**src/rtl/reg_file_if.sv**
```systemverilog
// ----------------------------------------------------------------------------
// reg_file_if
// Purpose : Bundles the write, read and clear signals of reg_file into one
//           interface so the register file and its user share a single port.
// Params  : WIDTH - data bits per entry
//           DEPTH - number of entries (need not be a power of two)
// Signals : clr      - synchronous clear of all entries
//           we       - write enable
//           waddr    - write address (AW bits)
//           wdata    - write data (WIDTH bits)
//           re_a     - read enable, port A
//           raddr_a  - read address, port A
//           rdata_a  - registered read data, port A
//           re_b     - read enable, port B
//           raddr_b  - read address, port B
//           rdata_b  - registered read data, port B
//           rvalid   - bit0/bit1: port A/B data was updated by a read last cycle
// Modports: master drives requests and receives data; slave is the register file.
// ----------------------------------------------------------------------------
interface reg_file_if #(
    parameter int WIDTH = 8,
    parameter int DEPTH = 4
);
    localparam int AW = $clog2(DEPTH);

    logic             clr;
    logic             we;
    logic [AW-1:0]    waddr;
    logic [WIDTH-1:0] wdata;
    logic             re_a;
    logic [AW-1:0]    raddr_a;
    logic [WIDTH-1:0] rdata_a;
    logic             re_b;
    logic [AW-1:0]    raddr_b;
    logic [WIDTH-1:0] rdata_b;
    logic [1:0]       rvalid;

    modport master (
        output clr, we, waddr, wdata, re_a, raddr_a, re_b, raddr_b,
        input  rdata_a, rdata_b, rvalid
    );

    modport slave (
        input  clr, we, waddr, wdata, re_a, raddr_a, re_b, raddr_b,
        output rdata_a, rdata_b, rvalid
    );
endinterface

```
**src/rtl/reg_file.sv**
```systemverilog
// ----------------------------------------------------------------------------
// reg_file
// Purpose : DEPTH x WIDTH register file with one write port, two independent
//           registered read ports (latency 1) and a synchronous clear.
// Ports   : clk   - sole clock, all state changes on its rising edge
//           rst_n - asynchronous active-low reset; clears entries and read regs
//           bus   - reg_file_if.slave (clr, we, waddr, wdata, re_a/raddr_a,
//                   re_b/raddr_b in; rdata_a, rdata_b, rvalid out)
// Params  : WIDTH, DEPTH must match the parameters of the connected interface.
// Config  : REG_FILE_BYPASS_EN - when defined, a read in the same cycle as a
//           write to the same entry returns the new write data, and a read in
//           the same cycle as clr returns 0. When undefined, reads return the
//           contents held before that edge. Storage behaviour is identical.
// Out-of-range addresses (>= DEPTH) never write and read back as zero.
// All outputs come straight from flops.
// ----------------------------------------------------------------------------
module reg_file #(
    parameter int WIDTH = 8,
    parameter int DEPTH = 4
) (
    input  logic       clk,
    input  logic       rst_n,
    reg_file_if.slave  bus
);
    localparam int AW = $clog2(DEPTH);

    logic [WIDTH-1:0] r_mem [DEPTH];
    logic [WIDTH-1:0] r_rdata_a;
    logic [WIDTH-1:0] r_rdata_b;
    logic [1:0]       r_rvalid;

    logic [DEPTH-1:0] w_wsel;
    logic [WIDTH-1:0] w_rd_a;
    logic [WIDTH-1:0] w_rd_b;

    // One-hot write select. An address >= DEPTH matches no entry, so such
    // writes are dropped; clr suppresses the write entirely.
    always_comb begin
        w_wsel = '0;
        for (int i = 0; i < DEPTH; i++) begin
            if (bus.we && !bus.clr && (bus.waddr == AW'(i))) begin
                w_wsel[i] = 1'b1;
            end
        end
    end

    // Read muxes built as a compare loop so out-of-range addresses fall
    // through to the zero default instead of indexing past the array.
    always_comb begin
        w_rd_a = '0;
        w_rd_b = '0;
        for (int i = 0; i < DEPTH; i++) begin
            if (bus.raddr_a == AW'(i)) begin
                w_rd_a = r_mem[i];
            end
            if (bus.raddr_b == AW'(i)) begin
                w_rd_b = r_mem[i];
            end
        end
`ifdef REG_FILE_BYPASS_EN
        // w_wsel is non-zero only for an in-range write without clr, so it
        // doubles as the forwarding qualifier.
        if (bus.clr) begin
            w_rd_a = '0;
            w_rd_b = '0;
        end else begin
            if ((|w_wsel) && (bus.waddr == bus.raddr_a)) begin
                w_rd_a = bus.wdata;
            end
            if ((|w_wsel) && (bus.waddr == bus.raddr_b)) begin
                w_rd_b = bus.wdata;
            end
        end
`endif
    end

    // Entry storage: clr has priority over any write.
    always_ff @(posedge clk or negedge rst_n) begin
        if (!rst_n) begin
            for (int i = 0; i < DEPTH; i++) begin
                r_mem[i] <= '0;
            end
        end else if (bus.clr) begin
            for (int i = 0; i < DEPTH; i++) begin
                r_mem[i] <= '0;
            end
        end else begin
            for (int i = 0; i < DEPTH; i++) begin
                if (w_wsel[i]) begin
                    r_mem[i] <= bus.wdata;
                end
            end
        end
    end

    // Read registers hold their value while the port is idle; rvalid marks
    // the cycle right after an accepted read.
    always_ff @(posedge clk or negedge rst_n) begin
        if (!rst_n) begin
            r_rdata_a <= '0;
            r_rdata_b <= '0;
            r_rvalid  <= 2'b00;
        end else begin
            r_rvalid <= {bus.re_b, bus.re_a};
            if (bus.re_a) begin
                r_rdata_a <= w_rd_a;
            end
            if (bus.re_b) begin
                r_rdata_b <= w_rd_b;
            end
        end
    end

    assign bus.rdata_a = r_rdata_a;
    assign bus.rdata_b = r_rdata_b;
    assign bus.rvalid  = r_rvalid;

endmodule

```
**src/flat_wrapper.sv**
```systemverilog
// flat-port wrapper written by rule: the top's interface ports become plain ports
module reg_file_flat 
#(
    parameter int WIDTH = 8,
    parameter int DEPTH = 4
)
  (clk, rst_n, bus_clr, bus_we, bus_waddr, bus_wdata, bus_re_a, bus_raddr_a, bus_re_b, bus_raddr_b, bus_rdata_a, bus_rdata_b, bus_rvalid);
  reg_file_if #(.WIDTH(WIDTH), .DEPTH(DEPTH)) bus_i ();
  input  logic clk;
  input  logic rst_n;
  input wire logic [$bits(bus_i.clr)-1:0] bus_clr;
  input wire logic [$bits(bus_i.we)-1:0] bus_we;
  input wire logic [$bits(bus_i.waddr)-1:0] bus_waddr;
  input wire logic [$bits(bus_i.wdata)-1:0] bus_wdata;
  input wire logic [$bits(bus_i.re_a)-1:0] bus_re_a;
  input wire logic [$bits(bus_i.raddr_a)-1:0] bus_raddr_a;
  input wire logic [$bits(bus_i.re_b)-1:0] bus_re_b;
  input wire logic [$bits(bus_i.raddr_b)-1:0] bus_raddr_b;
  output wire logic [$bits(bus_i.rdata_a)-1:0] bus_rdata_a;
  output wire logic [$bits(bus_i.rdata_b)-1:0] bus_rdata_b;
  output wire logic [$bits(bus_i.rvalid)-1:0] bus_rvalid;
  assign bus_i.clr = bus_clr;
  assign bus_i.we = bus_we;
  assign bus_i.waddr = bus_waddr;
  assign bus_i.wdata = bus_wdata;
  assign bus_i.re_a = bus_re_a;
  assign bus_i.raddr_a = bus_raddr_a;
  assign bus_i.re_b = bus_re_b;
  assign bus_i.raddr_b = bus_raddr_b;
  assign bus_rdata_a = bus_i.rdata_a;
  assign bus_rdata_b = bus_i.rdata_b;
  assign bus_rvalid = bus_i.rvalid;
  reg_file #(.WIDTH(WIDTH), .DEPTH(DEPTH)) u_core (.clk(clk), .rst_n(rst_n), .bus(bus_i));
endmodule
```
**config.mk**
```make
export PLATFORM = sky130hd
export DESIGN_NAME = reg_file_flat
export DESIGN_NICKNAME = d
export VERILOG_FILES = /design/src/rtl/reg_file_if.sv /design/src/rtl/reg_file.sv /design/src/flat_wrapper.sv
export SDC_FILE = /design/constraint.sdc
export NUM_CORES = 1
export LEC_CHECK = 0
export BUFFER_PORTS_ARGS = -buffer_cell sky130_fd_sc_hd__buf_4
export CELL_PAD_IN_SITES_DETAIL_PLACEMENT = 1
export CELL_PAD_IN_SITES_GLOBAL_PLACEMENT = 2
export CORE_MARGIN = 3
export CORE_UTILIZATION = 36
export CTS_BUF_LIST = sky130_fd_sc_hd__clkbuf_2
export CTS_CLUSTER_SIZE = 10
export DETAILED_ROUTE_END_ITERATION = 12
export HOLD_SLACK_MARGIN = 0.06
export MAX_ROUTING_LAYER = met4
export PLACE_DENSITY = 0.76
export SLEW_MARGIN = 10
export SYNTH_ARGS = -nofsm -noshare
export SYNTH_HDL_FRONTEND = slang
export SYNTH_SLANG_ARGS = --single-unit
```
**constraint.sdc**
```tcl
create_clock -name clk -period 0.9 [get_ports clk]
set_clock_uncertainty 0.05 [all_clocks]
set_input_delay 0.18 -clock clk [delete_from_list [all_inputs] [get_ports clk]]
set_output_delay 0.18 -clock clk [all_outputs]
set_load 0.005 [all_outputs]
```
# --- After elaboration in Yosys (flattened, before gate mapping) ---
# Index checks and enable logic that the tools add are counted.
op_classes:
  n_eq_ne: 9
  mux: 17
  reduce_logical: 13
ops:
  columns: ["op", "n"]
  rows:
  - ["$mux 8", 12]
  - ["$mux 32", 1]
  - ["$eq 2x2->1 const B", 6]
  - ["$reduce_bool 2->1", 4]
  - ["$eq 2x1->1 const B", 3]
  - ["$logic_not 2->1", 3]
  - ["$logic_and 1x1->1", 5]
  - ["$mux 1", 4]
  - ["$logic_not 1->1", 1]
word_totals:
  reg_bits: 50
  input_bits: 20
  output_inout_bits: 18
  wordCells: 46

# --- Logic depth before layout (Yosys ltp) ---
# Gate-level depths: netlist of the first run.
logic_depth:
  depth_word: 6
  depth_mapped: 4
  depth_no_buf: 2

# --- Worst setup path before layout of the first run ---
# No wires, ideal clock.
synth_path:
  kind: "input to register"
  start: "input bus_clr"
  end: "register u_core.r_mem[24] (netlist bit)"
  setup_ps: 125
  arrival_ps: 1152
  required_ps: 725
  slack_ps: -427
  cell_stages: 3
  path_buffers: 1
  path_cell_list: "or4b_1 > buf_6 > mux2_4"
synth_via:
  elab_chain_len: 5
  elab_cells_between_ends: 6
  classes_between: "2 x mux; 4 x reduce/logical"
synth_lines:
  columns: ["element", "line_no", "text"]
  rows:
  - ["start, declared", "flat_wrapper.sv:11", "input wire logic [$bits(bus_i.clr)-1:0] bus_clr;"]
  - ["$logic_not 1->1", "reg_file.sv:41", "if (bus.we && !bus.clr && (bus.waddr == AW'(i))) begin"]
  - ["$logic_and 1x1->1 (2 in a row)", "reg_file.sv:41", null]
  - ["$mux 1", "reg_file.sv:41", null]
  - ["$reduce_bool 2->1 (no source line)", null, null]
  - ["end signal, assigned by index", "reg_file.sv:90", "r_mem[i] <= bus.wdata;"]
  - ["end, declared", "reg_file.sv:27", "logic [WIDTH-1:0] r_mem [DEPTH];"]
# Parallel ways exist; a longest one is shown, timed or not.
# A chain may end at the register's enable or synchronous reset.

# --- Worst setup path after layout of the first run ---
layout_path:
  start: "register u_core.r_rdata_b[3], in the netlist u_core.bus.rdata_b[3]"
  end: "output bus_rdata_b[3]"
layout_rtl:
  columns: ["element", "line_no", "text"]
  rows:
  - ["start, declared", "reg_file.sv:29", "logic [WIDTH-1:0] r_rdata_b;"]
  - ["start signal, assigned", "reg_file.sv:109", "r_rdata_b <= w_rd_b;"]
  - ["end, declared", "flat_wrapper.sv:20", "output wire logic [$bits(bus_i.rdata_b)-1:0] bus_rdata_b;"]
# No word-level cell between the ends.

==> impl.org, run 1 <==
** Logic synthesis
- Primary FF master, synth :: sky130_fd_sc_hd__dfrtp_1
- For this run, asynchronously set or reset flops after synthesis account for 100%.
- Among all cell types in the netlist, the one instantiated most often is sky130_fd_sc_hd__dfrtp_1.
- Of the synthesized area, sequential elements account for 49.6%.
- Cells after synthesis :: 199
- Synth unique cells :: 17
- Total of warnings raised by yosys :: 0
- Mean instance size in the synthesized netlist :: 12.7 um2
- Counting flops and latches in the post-synthesis netlist gives 50.
- Top post-synthesis cells by area :: sky130_fd_sc_hd__dfrtp_1, sky130_fd_sc_hd__mux2i_1, sky130_fd_sc_hd__mux2_2
- Total nets after synthesis :: 219
- Post-synth EDFFs :: 0
- Most frequent cells after synthesis :: sky130_fd_sc_hd__dfrtp_1, sky130_fd_sc_hd__mux2i_1, sky130_fd_sc_hd__nor2b_1
- Library cell with the largest summed area after synthesis :: sky130_fd_sc_hd__dfrtp_1
- Cell area after technology mapping :: 2520 um2
- Top cell type's share of synthesized area :: 49.6%

** Global routing
- Global routing usage summed across all routing layers :: 18.6%
- In the global route stage, met2 resource usage came out at 29.9%.
- The number of global-route vias before repair came to 2,104.
- First-pass GRT wire length :: 11.6 mm
- Pin count of the biggest net entering global routing :: 21
- The initial antenna violation count came to 0.
- Summed over all layers, the global routing overflow is 0.
- Fraction of met3 tracks used by global routing :: 2.92%
- Global routing used 25.7% of the available met1 tracks.
- Busiest metal layer after global routing :: met2

** STA
- For the final routed database, the setup TNS stands at -7670 ps.
- Across all setup checks in the final design, the least slack found is -335 ps.
- Tightest Pin Transition :: 258 ps
- The number of max-slew violations in the final report is 0.
- Timing would allow up to 810 MHz.
- Unrepaired setup endpoints after global routing :: yes
- Max-slew headroom :: 82.8%
- Tmin final :: 1240 ps
- Hold Fails Final Rpt :: 0
- Final worst-path cycle share :: 137%
- Final setup viols :: 53

** Clock network
- After clock tree synthesis, the clock-pin slew on the worst setup and hold paths is 260 ps.
- Clock sink count :: 50
- Buffer type at the clock tree root :: sky130_fd_sc_hd__clkbuf_2
- The clock tree synthesis step divided the H-tree into 2 levels.
- Counting the buffers created by CTS gives 5.
- Clock Path Buffers :: 2
- Skew-Pair Late Insertion Delay :: 410 ps
- TritonCTS built the clock tree.

** Critical path
- The kind of cell with the highest combined delay along the critical path is flip-flops.
- Required arrival time at the worst endpoint :: 670 ps
- The setup path with the least slack is of type reg2out.
- Slowest Stage Delay on Critical Path :: 470 ps
- For the worst setup path, the data arrival time is 1010 ps.
- STA classifies the critical path startpoint as a flop.
- Slowest cell on the critical path :: sky130_fd_sc_hd__dfrtp_1
- In this run the worst path has a maximum fanout of 2.
- Cell Chain, Critical Path :: buf_6
- Counting both buffers and inverters, the worst setup path holds a total of 1.
- The worst setup path is captured at an output pin.

** Layout
- The final layout contains 303 nets.
- In the final layout, the share of cells above drive strength 1 is 52.7%.
- Relative area change from synthesis to final layout :: 52.1%
- After routing the design area is 3840 um2.
- The number of antenna diodes in the final layout is 0.

** Routing
- Drt first-iter violations :: 68
- Before antenna repair, the detailed router went through 4 iterations.
- The detail route stage leaves a number of antenna-violating nets equal to 0.
- DRT Wirelength :: 7.21 mm
- The routed layout has 1,907 vias.
- Using the TritonRoute via totals, the vias-per-cell ratio works out to 5.07.
- In the routed design, unresolved DRC markers number 0.
- Average wire per cell in the routed design :: 19.2 um

** Pwr
- The share of total power dissipated in sequential elements is 57.5%.
- Internal power comes to 3060 uW.
- Clock network power share :: 20.3%
- Reported net switching power :: 1150 uW
- Largest vdd supply drop :: 0.000660 V
- Power density relative to cell area :: 1100 nW/um2
- The analysis attributes to cell leakage a power of 0.00186 uW.
- Proportion of total power due to net switching :: 27.3%
- Combinational logic is responsible for 22.2% of the overall power.

** Die
- Die height :: 89.7 um
- The initialized floorplan defines 29 standard-cell rows.
- 38 I/O pins were placed.
- Placeable core region :: 6570 um2
- Die span in x :: 89.7 um
- Initial Utilization :: 38.4%
- Die ar. :: 8050 um2

** Placed design
- Once placement finished, the instance area stood at 3140 um2.
- HPWL reported at the end of detailed placement :: 4.66 mm
- Pre-CTS WS :: -571 ps
- IO Port Bufs :: 37
- At the end of routability-driven placement, the weighted congestion stood at 0.761.

** Status
- Violated checks :: negative setup slack
- Result of the run :: finished, violations left

** Hold path
- Worst hold path type :: in2async

** Run
- Max-cap violations in this run came to 0.
==> flip-flops by register name (all words and copies together), names as in the netlist <==
register,cells
u_core.r_mem,32
u_core.bus.rdata_a,8
u_core.bus.rdata_b,8
u_core.bus.rvalid,2
==> power by group through the flow <==
stage                     Sequential [uW]  Combinational [uW]  Clock [uW]
after global placement               2440                 679           0
after floorplan                      2430                 311           0
final                                2420                 936         855
after CTS                            2410                 828         900
after detailed placement             2450                 693           0
after global routing                 2440                1010         988
==> cell usage in the layout, fill, tap and decap left out, types with 3 or more instances in the layout <==
cell type	synthesis	layout
sky130_fd_sc_hd__buf_12	0	8
sky130_fd_sc_hd__buf_4	0	43
sky130_fd_sc_hd__buf_6	1	25
sky130_fd_sc_hd__clkbuf_2	0	5
sky130_fd_sc_hd__dfrtp_1	50	50
sky130_fd_sc_hd__dlygate4sd3_1	0	12
sky130_fd_sc_hd__mux2_4	7	26
sky130_fd_sc_hd__mux2i_1	36	33
sky130_fd_sc_hd__mux2i_2	0	3
sky130_fd_sc_hd__nand2b_1	22	17
sky130_fd_sc_hd__nand2b_4	0	5
sky130_fd_sc_hd__nor2b_1	26	4
sky130_fd_sc_hd__nor2b_4	0	22
sky130_fd_sc_hd__o221ai_1	16	10
sky130_fd_sc_hd__o221ai_2	0	6
==> per-layer routing <==
metal / part of all wire, % / vias up
met2: 51 / 33
met5: 0 / -
met1: 46 / 998
met4: 0 / 0
li1: - / 876
met3: 2.6 / 0
==> stage by stage <==
stage	cells	hold WS [ps]	total power (uW)	util (%)
detailed placement	343	9.96	3140	47.8
floorplan	199	-166	2740	-
global placement	343	10.6	3120	47.8
finish	376	77.8	4210	58.4
global route	376	50.0	4430	58.4
CTS	371	62.5	4140	53.7
==> cell families (layout without fill, tap and decap cells) <==
family,count (synthesis),in the layout,synth area share (%)
flops,50,50,49.6
simple gates,56,56,14.4
buf+inv,13,97,2.63
mux,64,64,27.8
compound gates,16,16,5.55
==> worst paths after layout <==
check / start / cells after the start / slack, ps / to
worst min register to register: u_core.bus.rdata_b[5]$_DFFE_PN0P_ / 2 / 520 / u_core.bus.rdata_b[5]$_DFFE_PN0P_
max in group asynchronous: rst_n / 3 / 320 / u_core.r_mem[24]$_DFFE_PN0P_
worst max-delay path: u_core.bus.rdata_b[3]$_DFFE_PN0P_ / 1 / -340 / bus_rdata_b[3]
worst max register to register: u_core.r_mem[22]$_DFFE_PN0P_ / 2 / -90 / u_core.r_mem[22]$_DFFE_PN0P_
min in group clk: bus_re_b / 4 / 150 / u_core.bus.rdata_b[3]$_DFFE_PN0P_
worst min-delay path: rst_n / 2 / 80 / u_core.bus.rdata_b[6]$_DFFE_PN0P_
==> area by class of cell <==
cell class                 instances  area (um2)
clock buffer                       5        25.0
inverter                           1        3.75
sequential                        50        1250
fill                             628        2730
tap                               93         116
clock inverter                     2        10.0
multi-input combinational        136        1530
timing repair buffer              89         900
==> timing repair <==
item,CTS,global route
hold endpoints to repair,84,4
endpoints found under the setup margin,48,62
pin swaps,1,3
setup buffers,10,6
gates resized for setup,42,58
hold buffers,11,1
Power figures use the tool's default switching activity.
==> run 2, diff against run 1 <==
--- a/config.mk
+++ b/config.mk
@@ -15,7 +15,7 @@
 export DETAILED_ROUTE_END_ITERATION = 12
 export HOLD_SLACK_MARGIN = 0.06
 export MAX_ROUTING_LAYER = met4
-export PLACE_DENSITY = 0.76
+export PLACE_DENSITY_LB_ADDON = 0.1
 export SLEW_MARGIN = 10
 export SYNTH_ARGS = -nofsm -noshare
 export SYNTH_HDL_FRONTEND = slang
==> run 2 against run 1 <==
Non-clock buffer count decreased by 9. Worst hold slack improved by 32 ps. Largest cell class unchanged. Critical endpoint is now bus_rdata_a[4]. The run still ends with negative setup slack left. Sequential cell count unchanged. Largest power group unchanged. Register-to-register slack about the same.
==> impl.org, run 2 (synthesis gave the netlist of run 1 again) <==
** Die
- Die ar. :: 8050 um2 (unchanged)
- Die height :: 89.7 um (unchanged)
- The floorplan core area is 6570 um2 (unchanged).
- I/O Pins :: 38 (unchanged)
- Initial Utilization :: 38.4% (unchanged)
- The die width is 89.7 um (unchanged).
- Row count :: 29 (unchanged)

** Critical path
- Startpoint-to-endpoint class of the critical path :: reg2out
- The register-to-register setup slack was -100 ps (about the same).
- Required arrival time at the worst endpoint :: 670 ps (about the same)
- Crit-path leading delay family :: flip-flops
- Critical Path Sink Type :: output pin
- The data arrival time of the critical path was 1060 ps (+50 ps).
- The sum of buffers and inverters on the critical path came to 1 (unchanged).
- The worst setup path is launched from a flop.
- Slowest cell on the critical path :: sky130_fd_sc_hd__dfrtp_1
- The largest incremental delay on the critical path came to 480 ps (about the same).
- The critical path goes through buf_6.
- Worst-path fanout max :: 2 (unchanged)

** Routing
- Average wire per cell in the routed design :: 19.7 um (+2.7%)
- The average via count per standard cell came to 5.07 (about the same).
- Drt first-iter violations :: 99 (+46%)
- The number of remaining DRC errors was 0 (unchanged).
- The total via count after detailed routing is 1,866 (-2.1%).
- Initial DRT Pass Iterations :: 4 (unchanged)
- DRT Wirelength :: 7.25 mm (+0.50%)
- The remaining antenna violation count was 0 (unchanged).

** Global routing
- Vias in the first global route :: 2,168 (+3.0%)
- First-pass GRT wire length :: 11.7 mm (+1.1%)
- Global routing usage summed across all routing layers :: 19.0% (+0.40 points)
- Number of antenna violations at the first check in global routing :: 0 (unchanged)
- The residual overflow from global routing was 0 (unchanged).
- Pin count of the biggest net entering global routing :: 51 (+140%)

** Placed design
- The global placer's final weighted congestion came to 0.789 (+3.6%).
- HPWL reported at the end of detailed placement :: 4.84 mm (+3.9%)
- IO Port Bufs :: 37 (unchanged)
- The area after detailed placement is 3130 um2 (-0.48%).

** Layout
- Commonest non-fill, non-tap cells in the layout :: sky130_fd_sc_hd__dfrtp_1, sky130_fd_sc_hd__buf_4, sky130_fd_sc_hd__mux2i_1
- Net count of the finished layout :: 294 (-3.0%)
- The final standard cell area without fillers is 3700 um2 (-3.6%).
- Number of flip-flops under the largest register name :: 32 (unchanged)
- The library cell used most frequently in the layout, excluding fill and tap cells, is sky130_fd_sc_hd__dfrtp_1.
- Compared with the post-synthesis result, the final layout area differs by 46.7%.
- Largest register by flop count :: u_core.r_mem
- The antenna diode instance count is 0 (unchanged).
- Proportion of layout cells with a drive suffix above 1 :: 46.5% (-6.1 points)

** STA
- Smallest hold slack :: 110 ps (+31.8 ps)
- Final worst-path cycle share :: 143% (+5.9 points)
- The worst setup margin was -388 ps (-53.3 ps).
- Hold Fails Final Rpt :: 0 (unchanged)
- Max-slew headroom :: 74.8% (-8.0 points)
- The total of endpoints with negative setup slack in the final report was 55 (+3.8%).
- Unrepaired setup endpoints after global routing :: yes
- The highest attainable clock frequency is 776 MHz (-4.1%).
- Max-slew violation count :: 0 (unchanged)
- Tightest Pin Transition :: 378 ps (+121 ps)
- Tmin final :: 1290 ps (+53.3 ps)

** Run
- The reported max-cap violation count is 0 (unchanged).

** Clock network
- Buffer type at the clock tree root :: sky130_fd_sc_hd__clkbuf_2
- Clock slew seen by the registers of the worst setup and hold paths :: 280 ps (+20 ps)
- Skew-Pair Late Insertion Delay :: 450 ps (+40 ps)
- Clock sink count :: 50 (unchanged)
- Number of clock buffers inserted by TritonCTS :: 5 (unchanged)
- Clock tree from TritonCTS :: yes
- The worst-case clock buffer depth was 2 (unchanged).
- Depth of the CTS H-tree :: 2 (unchanged)

** Pwr
- The leakage power summed over all cells is 0.00181 uW (-2.8%).
- Largest vdd supply drop :: 0.000731 V (+11%)
- The internal power is 3320 uW (+8.5%).
- The proportion of power drawn by flip-flops and latches came to 53.4% (-4.1 points).
- Fraction of power consumed by combinational cells :: 19.0% (-3.2 points)
- The fraction of power consumed by the clock network was 27.6% (+7.3 points).
- The fraction of power spent switching nets was 26.7% (-0.59 points).
- Power density relative to cell area :: 1220 nW/um2 (+12%)
- Reported net switching power :: 1210 uW (+5.3%)

** Status
- Result of the run :: finished, violations left
- The checks that failed: negative setup slack.

** Hold path
- Worst hold path type :: in2reg
## run 2: changes by cell type in the layout (fill, tap and decap cells not counted), moves of 4 or more
cell,previous run,this run
sky130_fd_sc_hd__buf_4,43,38
sky130_fd_sc_hd__nand2b_1,17,21
sky130_fd_sc_hd__nand2b_4,5,1
sky130_fd_sc_hd__o221ai_1,10,14
sky130_fd_sc_hd__o221ai_2,6,2
## run 2: what timing repair did
| action | in CTS | in global routing |
|---|---|---|
| hold endpoints to repair | 84 | 0 |
| hold buffers | 11 | 0 |
| endpoints found under the setup margin | 55 | 62 |
| setup buffers | 5 | 4 |
| gates resized for setup | 48 | 38 |
| pin swaps | 2 | 1 |
## run 2: cell type report
class | instances | area, um2
clock inverters | 3 | 43.8
repair buffers | 80 | 810
multi-input cells | 136 | 1450
fillers | 652 | 2870
flip-flops and latches | 50 | 1250
well taps | 93 | 116
clock buffers | 5 | 25.0
inverters | 1 | 3.75
## run 2: per-layer routing
layer	up-vias	GRT usage, %	part of all wire, %	wire (um)
met1	966	23.5	46	3300
met5	-	-	0	0
met2	34	32.0	50	3660
met3	8	3.42	2.7	198
met4	0	5.36	1.3	91
li1	858	-	-	-
## run 2: power groups by stage
stage,Combinational (uW),Clock (uW),Sequential (uW)
final,862,1250,2420
after global routing,925,1380,2440
after CTS,809,1290,2420
after detailed placement,685,0,2450
after global placement,661,0,2440
after floorplan,311,0,2430
## run 2: final timing paths
kind	from	to	cells past startpoint
hold / removal	bus_waddr[1]	u_core.r_mem[15]$_DFFE_PN0P_	4
hold reg to reg	u_core.bus.rdata_b[1]$_DFFE_PN0P_	u_core.bus.rdata_b[1]$_DFFE_PN0P_	2
max in group asynchronous	rst_n	u_core.r_mem[3]$_DFFE_PN0P_	3
setup reg to reg	u_core.r_mem[22]$_DFFE_PN0P_	u_core.r_mem[22]$_DFFE_PN0P_	2
min in group asynchronous	rst_n	u_core.bus.rdata_b[6]$_DFFE_PN0P_	3
setup / recovery	u_core.bus.rdata_a[4]$_DFFE_PN0P_	bus_rdata_a[4]	1
## run 2: per-stage QoR
step           utilization [%]  setup TNS [ps]  instances  worst slack (ps)  power (uW)
2_1_floorplan                -           -4780        199              -411        2740
3_3_place_gp              47.6          -14170        341              -552        3100
3_5_place_dp              47.6          -15720        341              -579        3140
4_1_cts                   53.7           -9140        365              -424        4520
5_1_grt                   56.4          -11290        368              -466        4740
6_report                  56.4           -8530        368              -388        4530
==> run 3, diff against run 2 <==
--- a/config.mk
+++ b/config.mk
@@ -5,16 +5,16 @@
 export SDC_FILE = /design/constraint.sdc
 export NUM_CORES = 1
 export LEC_CHECK = 0
+export ABC_AREA = 1
 export BUFFER_PORTS_ARGS = -buffer_cell sky130_fd_sc_hd__buf_4
 export CELL_PAD_IN_SITES_DETAIL_PLACEMENT = 1
 export CELL_PAD_IN_SITES_GLOBAL_PLACEMENT = 2
 export CORE_MARGIN = 3
-export CORE_UTILIZATION = 36
+export CORE_UTILIZATION = 31
 export CTS_BUF_LIST = sky130_fd_sc_hd__clkbuf_2
 export CTS_CLUSTER_SIZE = 10
 export DETAILED_ROUTE_END_ITERATION = 12
 export HOLD_SLACK_MARGIN = 0.06
-export MAX_ROUTING_LAYER = met4
 export PLACE_DENSITY_LB_ADDON = 0.1
 export SLEW_MARGIN = 10
 export SYNTH_ARGS = -nofsm -noshare
==> run 3 against run 2 <==
The run still ends with negative setup slack left. Critical endpoint is now bus_rdata_b[2]. Largest power group unchanged. Sequential cell count did not move. Global-route usage fell by 1.1 points. Maximum frequency rose by 4.7%. Largest cell class is now registers.
==> impl.org, run 3 <==
** Critical path
- Category of the worst setup path launch point :: flop
- Worst-path fanout max :: 2 (unchanged)
- Crit-path leading delay family :: flip-flops
- STA classifies the critical path endpoint as an output pin.
- The critical path goes through buf_6.
- Startpoint-to-endpoint class of the critical path :: reg2out
- Count of buffer and inverter cells on the critical path :: 1 (unchanged)
- The worst endpoint required time came to 670 ps (about the same).
- The largest incremental delay on the critical path came to 460 ps (-20 ps).
- The register-to-register setup slack was -70 ps (+30 ps).
- Slowest cell on the critical path :: sky130_fd_sc_hd__dfrtp_1
- Crit path arrival time :: 1000 ps (-60 ps)

** STA
- The share of the clock period used by the worst path is 137% (-6.5 points).
- The number of max-slew violations in the final report was 0 (unchanged).
- Final setup viols :: 34 (-38%)
- Hold Fails Final Rpt :: 0 (unchanged)
- The worst-case headroom to the max-slew limit is 76.1% (+1.3 points).
- The slew at the pin closest to its max-slew limit was 358 ps (-20.3 ps).
- Highest attainable clock frequency :: 813 MHz (+4.7%)
- The time the worst path needs with I/O delays and setup was 1230 ps (-58.1 ps).
- Post-route worst setup slack :: -330 ps (+58.1 ps)
- Unrepaired setup endpoints after global routing :: yes

** Pwr
- Proportion of total power due to net switching :: 27.6% (+0.81 points)
- The highest ir drop seen on vdd came to 0.000466 V (-36%).
- Power density relative to cell area :: 1280 nW/um2 (+4.8%)
- Tot Pwr :: 4610 uW (+1.7%)
- Lkg Pwr :: 0.00176 uW (-2.7%)
- Clock network power share :: 25.1% (-2.5 points)
- Design internal power :: 3340 uW (+0.53%)
- Reported net switching power :: 1270 uW (+4.7%)
- Part of the total power dissipated in sequential elements :: 53.1% (-0.3 points)
- The part of the power in combinational logic is 21.8% (+2.8 points).

** Logic synthesis
- The area share of the largest cell type after synthesis is 50.4% (+0.82 points).
- The number of distinct library cells after synthesis came to 18 (+1).
- Top post-synthesis cells by area :: sky130_fd_sc_hd__dfrtp_1, sky130_fd_sc_hd__nand2_1, sky130_fd_sc_hd__nand3_1
- Mean instance size in the synthesized netlist :: 8.27 um2 (-35%)
- The synthesized design spends more area on one cell type than any other, namely sky130_fd_sc_hd__dfrtp_1.
- Cell area after technology mapping :: 2480 um2 (-1.6%)
- The most used flip-flop cell after synthesis is sky130_fd_sc_hd__dfrtp_1.
- The number of storage elements in the synthesis netlist is 50 (unchanged).
- Cell with the most instances after synthesis :: sky130_fd_sc_hd__nand2_1
- The number of flops mapped to enable cells by yosys was 0 (unchanged).
- The post-synthesis async set-or-reset flop share was 100% (unchanged).
- The sequential-to-total area share from yosys stat came to 50.4% (+0.82 points).
- Cells after synthesis :: 300 (+51%)
- The total number of yosys warnings is 0 (unchanged).
- Most frequent cells after synthesis :: sky130_fd_sc_hd__nand2_1, sky130_fd_sc_hd__nand3_1, sky130_fd_sc_hd__dfrtp_1
- Total nets after synthesis :: 320 (+46%)

** Clock network
- The maximum level of the CTS H-tree is 2 (unchanged).
- Clock Path Buffers :: 2 (unchanged)
- The TritonCTS sink count was 50 (unchanged).
- Number of clock buffers inserted by TritonCTS :: 5 (unchanged)
- Skew-Pair Late Insertion Delay :: 430 ps (-20 ps)
- Clock tree from TritonCTS :: yes
- The root buffer cell chosen for the clock tree is sky130_fd_sc_hd__clkbuf_2.
- Clock slew seen by the registers of the worst setup and hold paths :: 250 ps (-30 ps)

** Placed design
- Area post-placement :: 3130 um2 (+0.16%)
- The global placer's final weighted congestion was 0.811 (+2.9%).
- The count of buffers inserted at the top-level ports came to 37 (unchanged).
- HPWL reported at the end of detailed placement :: 5.49 mm (+13%)
- The number of placed cells counting well taps was 455 (+33%).
- The worst slack at placement came to -233 ps (+346 ps).

** Global routing
- Global routing usage summed across all routing layers :: 17.8% (-1.1 points)
- The number of global-route vias before repair was 2,406 (+11%).
- Number of antenna violations at the first check in global routing :: 0 (unchanged)
- The first-pass GRT wire length came to 12.5 mm (+7.0%).
- The residual overflow from global routing was 0 (unchanged).
- The pin count of the biggest net entering global routing came to 28 (-45%).

** Routing
- Drt first-iter violations :: 75 (-24%)
- Number of vias per cell after detailed routing :: 4.78 (-5.8%)
- Average wire per cell in the routed design :: 15.4 um (-22%)
- The wire length after detailed routing was 7.60 mm (+4.8%).
- The number of remaining DRC errors is 0 (unchanged).
- ANT nets after route :: 0 (unchanged)
- Vias :: 2,356 (+26%)
- The count of TritonRoute iterations in the first routing pass is 4 (unchanged).

** Layout
- The antenna diode instance count is 0 (unchanged).
- The number of nets in the final layout was 411 (+40%).
- The flip-flop count of the largest register, all copies and words added is 32 (unchanged).
- Total area of sequential cells :: 1250 um2 (unchanged)
- The final core utilization is 46.2% (-10 points).
- Commonest non-fill, non-tap cells in the layout :: sky130_fd_sc_hd__nand2_1, sky130_fd_sc_hd__buf_4, sky130_fd_sc_hd__nand3_1, sky130_fd_sc_hd__dfrtp_1, sky130_fd_sc_hd__o21ai_1
- More flip-flops sit in one register than any other, and that register is u_core.r_mem.
- Relative to the synthesized area, the layout overhead comes to 44.6%.
- The library cell used most frequently in the layout, excluding fill and tap cells, is sky130_fd_sc_hd__nand2_1.
- Total of fill cells in the finished design :: 932 (+43%)
- Proportion of layout cells with a drive suffix above 1 :: 33.0% (-14 points)
- The number of non-filler instances in the completed layout is 493 (+34%).
- The multi-input logic area came to 1090 um2 (-25%).
- The final standard cell area without fillers was 3590 um2 (-3.0%).

** Die
- Die ar. :: 9120 um2 (+13%)
- The number of placement rows was 32 (+10%).
- The starting utilization of the core area came to 32.0% (-6.5 points).
- The vertical extent of the die is 95.5 um (+6.4%).
- I/O Pins :: 38 (unchanged)
- Placeable core region :: 7770 um2 (+18%)
- Die span in x :: 95.5 um (+6.4%)

** Status
- Violated checks :: negative setup slack
- The run finished, with violations left.

** Run
- Number of max-cap violations :: 0 (unchanged)

** Hold path
- The worst hold path belongs to the class in2async.
## run 3: changes by cell type after synthesis, sizes merged, moves of 2 or more
cell / change
nand2: +80
nand3: +60
o21ai: +47
mux2i: -36
mux2: -28
nor2b: -26
inv: +24
nand2b: -22
a21oi: +16
o221ai: -16
nor2: +7
and2b: -2
nand4bb: -2
## run 3: area by class of cell
class	instances	share of cell area [%]
flip-flops and latches	50	34.9
multi-input cells	212	30.5
repair buffers	97	26.8
well taps	102	3.56
inverters	25	2.62
clock inverters	2	0.941
clock buffers	5	0.697
## run 3: kinds of logic after synthesis
| group | Yosys count | share of synthesized area (%) |
|---|---|---|
| simple gates | 149 | 28.0 |
| compound gates | 63 | 14.4 |
| buf+inv | 38 | 7.26 |
| flops | 50 | 50.4 |
## run 3: power by group through the flow
stage               registers, uW  clock network (uW)  logic [uW]
floorplan                    2460                   0         337
global placement             2470                   0         804
detailed placement           2470                   0         812
CTS                          2450                1200         953
global route                 2460                1300        1120
finish                       2450                1160        1000
## run 3: path summary, 6_finish.rpt
kind	from	end	depth (start not counted)
setup / recovery	u_core.bus.rdata_b[2]$_DFFE_PN0P_	bus_rdata_b[2]	1
hold / removal	rst_n	u_core.r_mem[11]$_DFFE_PN0P_	2
setup reg to reg	u_core.r_mem[12]$_DFFE_PN0P_	u_core.bus.rdata_a[4]$_DFFE_PN0P_	4
hold reg to reg	u_core.bus.rdata_b[4]$_DFFE_PN0P_	u_core.bus.rdata_b[4]$_DFFE_PN0P_	2
max in group asynchronous	rst_n	u_core.r_mem[6]$_DFFE_PN0P_	3
min in group clk	bus_we	u_core.r_mem[4]$_DFFE_PN0P_	5
## run 3: metrics by stage
stage / hold slack, ps / TNS [ps]
3_3_place_gp: 4.63 / -5770
6_report: 55.2 / -6350
2_1_floorplan: -166 / 0
3_5_place_dp: 9.13 / -6440
4_1_cts: 37.1 / -6910
5_1_grt: 40.4 / -8930
## run 3: per-layer routing
metal	GRT usage, %	vias to the layer above	part of all wire [%]
li1	-	1177	-
met4	4.86	0	1.5
met5	0	-	0
met3	2.92	10	3.1
met2	27.2	36	45
met1	26.2	1133	50
## run 3: what timing repair did
action | in CTS | in global routing
buffers inserted | 12 | 10
pin swaps | 9 | 7
hold buffers | 11 | 2
gates resized for setup | 38 | 14
endpoints found under the setup margin | 34 | 40
hold endpoints to repair | 84 | 14
